**src/rtl/dcache_writeline_avalon_pkg.sv**
```systemverilog
// rtl/dcache_writeline_avalon_pkg.sv - shared constants and helpers for the dcache write-line responder
package dcache_writeline_avalon_pkg;

  // FSM encoding
  localparam logic [1:0] STATE_IDLE  = 2'd0;
  localparam logic [1:0] STATE_BURST = 2'd1;
  localparam logic [1:0] STATE_DONE  = 2'd2;

  typedef logic [1:0] state_t;

  // Cache geometry: one 128-bit line is four 32-bit beats
  localparam int unsigned LINE_W = 128;
  localparam int unsigned WORD_W = 32;

  localparam logic [2:0] BURST_LEN      = 3'd4;
  localparam logic [3:0] BYTEENABLE_ALL = 4'hF;

  // 4:1 word select out of a line; word 0 sits in the low bits
  function automatic logic [WORD_W-1:0] line_word(input logic [LINE_W-1:0] line,
                                                  input logic [1:0]        sel);
    logic [WORD_W-1:0] w;
    case (sel)
      2'd0:    w = line[31:0];
      2'd1:    w = line[63:32];
      2'd2:    w = line[95:64];
      default: w = line[127:96];
    endcase
    return w;
  endfunction

endpackage

```
**src/rtl/dcache_writeline_avalon_if.sv**
```systemverilog
// rtl/dcache_writeline_avalon_if.sv - Avalon-MM burst write bus between responder and memory
interface dcache_writeline_avalon_if;

  logic [29:0] avm_address;
  logic [31:0] avm_writedata;
  logic [3:0]  avm_byteenable;
  logic [2:0]  avm_burstcount;
  logic        avm_write;
  logic        avm_waitrequest;

  // Side that issues the write burst
  modport master (
    output avm_address,
    output avm_writedata,
    output avm_byteenable,
    output avm_burstcount,
    output avm_write,
    input  avm_waitrequest
  );

  // Memory side that accepts the burst
  modport slave (
    input  avm_address,
    input  avm_writedata,
    input  avm_byteenable,
    input  avm_burstcount,
    input  avm_write,
    output avm_waitrequest
  );

endinterface

```
**src/rtl/dcache_writeline_avalon.sv**
```systemverilog
// rtl/dcache_writeline_avalon.sv - writes one dirty 128-bit cache line as a 4-beat Avalon-MM burst
module dcache_writeline_avalon
  import dcache_writeline_avalon_pkg::*;
(
  input  logic                        clk,
  input  logic                        rst_n,
  input  logic                        writeline_do,
  output logic                        writeline_done,
  input  logic [31:0]                 writeline_address,
  input  logic [127:0]                writeline_line,
  output logic                        busy,
  dcache_writeline_avalon_if.master   avm
);

  state_t        state_q, state_d;
  logic [1:0]    beat_q, beat_d;
  logic [27:0]   addr_q, addr_d;
  logic [127:0]  line_q, line_d;

  // Low address bits select a byte within the line and are meaningless here
  logic          unused_addr_low;
  assign unused_addr_low = ^writeline_address[3:0];

  // State register plus captured request copy
  always_ff @(posedge clk or negedge rst_n) begin
    if (!rst_n) begin
      state_q <= STATE_IDLE;
      beat_q  <= 2'd0;
      addr_q  <= 28'd0;
      line_q  <= 128'd0;
    end else begin
      state_q <= state_d;
      beat_q  <= beat_d;
      addr_q  <= addr_d;
      line_q  <= line_d;
    end
  end

  // Next state: capture in IDLE, advance one beat per accepted transfer, single DONE cycle
  always_comb begin
    state_d = state_q;
    beat_d  = beat_q;
    addr_d  = addr_q;
    line_d  = line_q;
    case (state_q)
      STATE_IDLE: begin
        if (writeline_do) begin
          addr_d  = writeline_address[31:4];
          line_d  = writeline_line;
          beat_d  = 2'd0;
          state_d = STATE_BURST;
        end
      end
      STATE_BURST: begin
        // avm_write is always high in BURST, so acceptance is just ~waitrequest
        if (!avm.avm_waitrequest) begin
          beat_d = beat_q + 2'd1;
          if (beat_q == 2'd3) begin
            state_d = STATE_DONE;
          end
        end
      end
      STATE_DONE: begin
        // Requester still holds do this cycle; it is deliberately not sampled
        state_d = STATE_IDLE;
      end
      default: begin
        state_d = STATE_IDLE;
        beat_d  = 2'd0;
      end
    endcase
  end

  // Outputs decoded from registered state only, so they hold steady under waitrequest
  always_comb begin
    avm.avm_write      = 1'b0;
    avm.avm_address    = 30'd0;
    avm.avm_writedata  = 32'd0;
    avm.avm_byteenable = 4'd0;
    avm.avm_burstcount = 3'd0;
    writeline_done     = 1'b0;
    busy               = 1'b0;
    case (state_q)
      STATE_BURST: begin
        avm.avm_write      = 1'b1;
        avm.avm_address    = {addr_q, 2'b00};
        avm.avm_writedata  = line_word(line_q, beat_q);
        avm.avm_byteenable = BYTEENABLE_ALL;
        avm.avm_burstcount = BURST_LEN;
        busy               = 1'b1;
      end
      STATE_DONE: begin
        writeline_done = 1'b1;
        busy           = 1'b1;
      end
      default: begin
      end
    endcase
  end

endmodule

```
**src/flat_wrapper.sv**
```systemverilog
// flat-port wrapper written by rule: the top's interface ports become plain ports
module dcache_writeline_avalon_flat import dcache_writeline_avalon_pkg::*;
  (clk, rst_n, writeline_do, writeline_done, writeline_address, writeline_line, busy, avm_avm_address, avm_avm_writedata, avm_avm_byteenable, avm_avm_burstcount, avm_avm_write, avm_avm_waitrequest);
  dcache_writeline_avalon_if avm_i ();
  input  logic clk;
  input  logic rst_n;
  input  logic writeline_do;
  output logic writeline_done;
  input  logic [31:0] writeline_address;
  input  logic [127:0] writeline_line;
  output logic busy;
  output wire logic [$bits(avm_i.avm_address)-1:0] avm_avm_address;
  output wire logic [$bits(avm_i.avm_writedata)-1:0] avm_avm_writedata;
  output wire logic [$bits(avm_i.avm_byteenable)-1:0] avm_avm_byteenable;
  output wire logic [$bits(avm_i.avm_burstcount)-1:0] avm_avm_burstcount;
  output wire logic [$bits(avm_i.avm_write)-1:0] avm_avm_write;
  input wire logic [$bits(avm_i.avm_waitrequest)-1:0] avm_avm_waitrequest;
  assign avm_avm_address = avm_i.avm_address;
  assign avm_avm_writedata = avm_i.avm_writedata;
  assign avm_avm_byteenable = avm_i.avm_byteenable;
  assign avm_avm_burstcount = avm_i.avm_burstcount;
  assign avm_avm_write = avm_i.avm_write;
  assign avm_i.avm_waitrequest = avm_avm_waitrequest;
  dcache_writeline_avalon u_core (.clk(clk), .rst_n(rst_n), .writeline_do(writeline_do), .writeline_done(writeline_done), .writeline_address(writeline_address), .writeline_line(writeline_line), .busy(busy), .avm(avm_i));
endmodule
```
**config.mk**
```make
export PLATFORM = sky130hd
export DESIGN_NAME = dcache_writeline_avalon_flat
export DESIGN_NICKNAME = d
export VERILOG_FILES = /design/src/rtl/dcache_writeline_avalon_pkg.sv /design/src/rtl/dcache_writeline_avalon_if.sv /design/src/rtl/dcache_writeline_avalon.sv /design/src/flat_wrapper.sv
export SDC_FILE = /design/constraint.sdc
export NUM_CORES = 1
export LEC_CHECK = 0
export BUFFER_PORTS_ARGS = -buffer_cell sky130_fd_sc_hd__buf_4
export CAP_MARGIN = 20
export CORE_MARGIN = 3
export CORE_UTILIZATION = 47
export CTS_CLUSTER_SIZE = 30
export DETAILED_ROUTE_END_ITERATION = 8
export HOLD_SLACK_MARGIN = 0.15
export MAX_ROUTING_LAYER = met4
export PLACE_DENSITY = 0.87
export SYNTH_ARGS = -nofsm -noshare
export SYNTH_HDL_FRONTEND = slang
export SYNTH_SLANG_ARGS = --single-unit
```
**constraint.sdc**
```tcl
create_clock -name clk -period 1.35 [get_ports clk]
set_input_delay 0.2025 -clock clk [delete_from_list [all_inputs] [get_ports clk]]
set_output_delay 0.2025 -clock clk [all_outputs]
set_load 0.05 [all_outputs]
```
# After elaboration in Yosys (flattened, before gate mapping)
# Index checks and enable logic that the tools add are counted.
[op_classes]
n_eq_ne = 8
n_reduce_logical = 6
muxes = 15
add_sub_neg = 1
bitwise = 1
[op_table]
columns = ["op", "n"]
rows = [
  ["$pmux 32 s3", 1],
  ["$mux 32", 1],
  ["$mux 30", 1],
  ["$mux 2", 5],
  ["$eq 2x2->1 const B", 3],
  ["$pmux 2 s3", 1],
  ["$reduce_and 3->1", 2],
  ["$eq 2x1->1 const B", 2],
  ["$logic_not 2->1", 2],
  ["$mux 4", 1],
  ["$ne 2x2->1 const B", 2],
  ["$pmux 2 s2", 1],
  ["$mux 1", 3],
  ["$mux 3", 1],
  ["$add 2x1->2 const B", 1],
  ["$ne 2x1->1 const B", 1],
  ["$reduce_and 2->1", 1],
  ["$reduce_or 2->1", 1],
  ["$not 1->1", 1],
]
[word_totals]
out_inout_bits = 72
regBits = 160
inputBits = 164
wordCells = 35

# Logic depth before layout (Yosys ltp)
[logic_depth]
word_depth = 4
ltp_mapped = 6

# Worst setup path after synthesis
# Ideal clock, no wire load.
[synth_path]
path_type = "register to output"
startpoint = "reg u_core.state_q[1]"
endpoint = "out avm_avm_writedata[0]"
stages_incl_launch_ff = 7
t_arrival_ns = 2.398
path_slack_ns = -1.250
cell_sequence = "dfrtp_1 > inv_1 > ha_1 > buf_2 > clkbuf_1 > o21ai_0 > a21oi_1"
[synth_between]
elab_chain_cells = 2
[synth_lines]
columns = ["item", "line_no", "text"]
rows = [
  ["start: declaration", "dcache_writeline_avalon.sv:15", "state_t state_q, state_d;"],
  ["start signal: assignment", "dcache_writeline_avalon.sv:32", "state_q <= state_d;"],
  ["$eq 2x1->1", "dcache_writeline_avalon.sv:83", "case (state_q)"],
  ["$mux 32", "dcache_writeline_avalon.sv:83", ""],
  ["end: declaration", "flat_wrapper.sv:13", "output wire logic [$bits(avm_i.avm_writedata)-1:0] avm_avm_writedata;"],
]
# No other way between the ends.

# Final worst setup path
[layout_path]
startpoint = "reg u_core.beat_q[1]"
endpoint = "out avm_avm_writedata[28]"
[layout_between]
elab_chain_cells = 3
[layout_lines]
columns = ["item", "line_no", "text"]
rows = [
  ["start: declaration", "dcache_writeline_avalon.sv:16", "logic [1:0] beat_q, beat_d;"],
  ["start signal: assignment", "dcache_writeline_avalon.sv:33", "beat_q <= beat_d;"],
  ["$eq 2x2->1, or another cell as far along", "dcache_writeline_avalon_pkg.sv:22", "case (sel)"],
  ["$pmux 32 s3 (*)", "dcache_writeline_avalon_pkg.sv:22", ""],
  ["$mux 32 (*)", "dcache_writeline_avalon.sv:83", ""],
]
# Every way passes the cells marked *; elsewhere a longest branch is shown, timed or not.

==> summary.txt <==
Outcome
  • Status: finished with violations
  • Failing checks: setup timing

Timing
  • Crit path time final: 2510 ps
  • Hold Fails Final Rpt: 0
  • F_max: 0.399 GHz
  • Fin. max-slew vios: 0
  • Final setup fails: 228
  • Max-slew headroom at the worst pin: 62.4%
  • Worst Tran Pin Value: 563 ps
  • Worst hold slack: 238 ps
  • RSZ-0062 raised after global routing: yes
  • Post-route clock period utilization: 186%
  • Setup tns final: -125,270 ps
  • Setup WS post-layout: -1160 ps
  • Clock skew: 14.7 ps

Worst setup path
  • WP data arrival: 2300 ps
  • Worst setup EP type: primary output
  • Startpoint Class: register
  • Setup CP Type: reg -> out
  • CP Data Required Time: 1150 ps
  • Crit Path Max Fanout: 15

Global routing
  • Initial antenna violation count: 4
  • First-pass GRT wire length: 54,000 um
  • Vias in the first global route: 8,416
  • Largest net degree at the start of global routing: 43
  • Total gr overflow: 0
  • GRT Total Usage: 41.4%

Final layout
  • Share of cells above drive strength 1: 62.4%
  • Most common cell after layout, fill and taps aside: buf_4
  • Final #Nets: 1,195
  • Commonest cells after routing, fill and taps aside: buf_4 (225), dfrtp_1 (159), dlygate4sd3_1 (157), mux2_4 (145), buf_8 (51)
  • Synth-to-Final Area Change: 88.2%
  • Design Area, Final: 14,600 um^2
  • Number of fill cells: 523

Die
  • Io pins: 236
  • FP Rows: 46
  • Chip width: 134 um
  • Die Ht: 134 um
  • Initial Util: 48.5%
  • Die footprint: 18,100 um^2
  • Core area: 16,000 um^2

Pwr
  • Leak: 6.91 nW
  • Final Power: 42.7 mW
  • VDD IR max: 0.00215 V
  • Pwr/cell area: 2920 nW/um^2

Synth
  • Synthesized area per cell: 15.1 um^2
  • Seq/Total Area, Yosys: 51.6%
  • Synth Register Bits: 160
  • Mapped Cells: 514
  • Yosys cell types: 23
  • Mapped cell area: 7750 um^2
  • Syn. warnings: 0

Clocking
  • Num CTS Buffers: 17
  • Htree depth: 4
  • TritonCTS clock tree: done
  • Clock transition at path regs: 80 ps
  • Maximum root-to-sink buffer count: 2
  • TritonCTS sink count: 160
  • Root Driver: clkbuf_16
  • Worst skew pair latency: 430 ps

Route
  • Routed wire length: 39,400 um
  • DR WL/cell: 31.4 um
  • Iter 0 DRT Violations: 860
  • DRC viols: 0
  • Via count: 7,651
  • First-pass DRT Iterations: 7
  • ANT nets after route: 0
  • Detail-routed via count per cell: 6.10

Placed design
  • Post-DP Area: 10,700 um^2
  • Pre-CTS setup slack: -439 ps
  • I/O Buffers: 227
  • RePlAce Congestion: 0.813
  • Final HPWL DP: 15,800 um

Hold path
  • Worst Hold Class: in -> async

Flow run
  • Max cap viols: 0
worst max-delay path, stage by stage, from the launching register on:
cell and delay [ps]:
dfrtp_1 420, inv_2 100, ha_4 210, buf_12 170
a222oi_1 550, buf_4 220, a21oi_4 50, buf_8 160
routing by layer:
layer | track usage (%) | vias to the layer above | routed length [um]
met5 | - | - | 0
met4 | 22.6 | 0 | 3050
met3 | 8.83 | 242 | 3360
met2 | 68.3 | 688 | 19100
met1 | 47.4 | 3810 | 13900
li1 | - | 2911 | -
sequential cells by signal, summed over array words and instances, names as in the netlist:
name	cells
u_core.line_q	128
u_core.addr_q	28
u_core.state_q	2
u_core.beat_q	2
synthesized netlist by cell type (all sizes together):
cell / count / share of area [%]
a22o: 1 / 0.11
dfrtp: 160 / 52
nand2: 1 / 0.081
clkbuf: 21 / 1.0
mux2: 158 / 30
nand2b: 1 / 0.081
clkinv: 1 / 0.048
buf: 27 / 4.6
o21ai: 33 / 2.1
conb: 1 / 0.048
nor4b: 1 / 0.11
a222oi: 32 / 4.1
ha: 9 / 1.5
and2: 28 / 2.3
nor2b: 1 / 0.081
inv: 4 / 0.19
a211o: 1 / 0.11
o21a: 1 / 0.097
a21oi: 33 / 2.1
layout make-up:
class                   count  area [um^2]  area share, %
flip-flops and latches    160         4010           27.4
multi-input cells         308         3980           27.3
diodes                      4         10.0         0.0686
repair buffers            530         5690           39.0
clock inverters            14          181           1.24
clock buffers              18          429           2.94
inverters                   5         26.3          0.180
well taps                 216          270           1.85
logic make-up after synthesis:
logic type                 Yosys count  share of synthesized area [%]
DFF                                160                           51.6
muxes                              158                           29.7
AOI/OAI and AO/OA                  101                           8.71
buffers and inverters               53                           5.82
and+or+nand+nor                     32                           2.61
adders and majority gates            9                           1.45
other                                1                         0.0484
power by group:
group | total [mW] | switching [mW] | internal (mW)
logic | 27.7 | 13.6 | 14.1
registers | 9.64 | 2.38 | 7.26
clock network | 5.30 | 2.35 | 2.95
metrics by stage:
| step | instances | utilization (%) |
|---|---|---|
| after CTS | 1248 | 90.7 |
| after floorplan | 517 | - |
| final | 1255 | 91.2 |
| after global placement | 1006 | 67.0 |
| after detailed placement | 1006 | 67.0 |
| after global routing | 1255 | 91.2 |
final timing paths:
path / slack (ps) / from / endpoint / depth (start not counted)
max: -1160 / u_core.beat_q[1]$_DFFE_PN0P_ / avm_avm_writedata[28] / 7
min: 240 / rst_n / u_core.addr_q[0]$_DFFE_PN0P_ / 2
max reg2reg: -530 / u_core.state_q[1]$_DFFE_PN0P_ / u_core.line_q[126]$_DFFE_PN0P_ / 8
min reg2reg: 520 / u_core.line_q[13]$_DFFE_PN0P_ / u_core.line_q[13]$_DFFE_PN0P_ / 1
max in group asynchronous: 500 / rst_n / u_core.line_q[9]$_DFFE_PN0P_ / 3
min in group clk: 240 / avm_avm_waitrequest / u_core.beat_q[1]$_DFFE_PN0P_ / 3
timing repair:
item	4_1_cts	5_1_grt
hold buffers	157	0
endpoints found under the hold margin	316	0
cloned	21	0
pin swaps	30	18
endpoints found under the setup margin	228	228
setup buffers	33	15
resized for setup	206	34
Note: power is estimated with default switching activity, not from simulation.
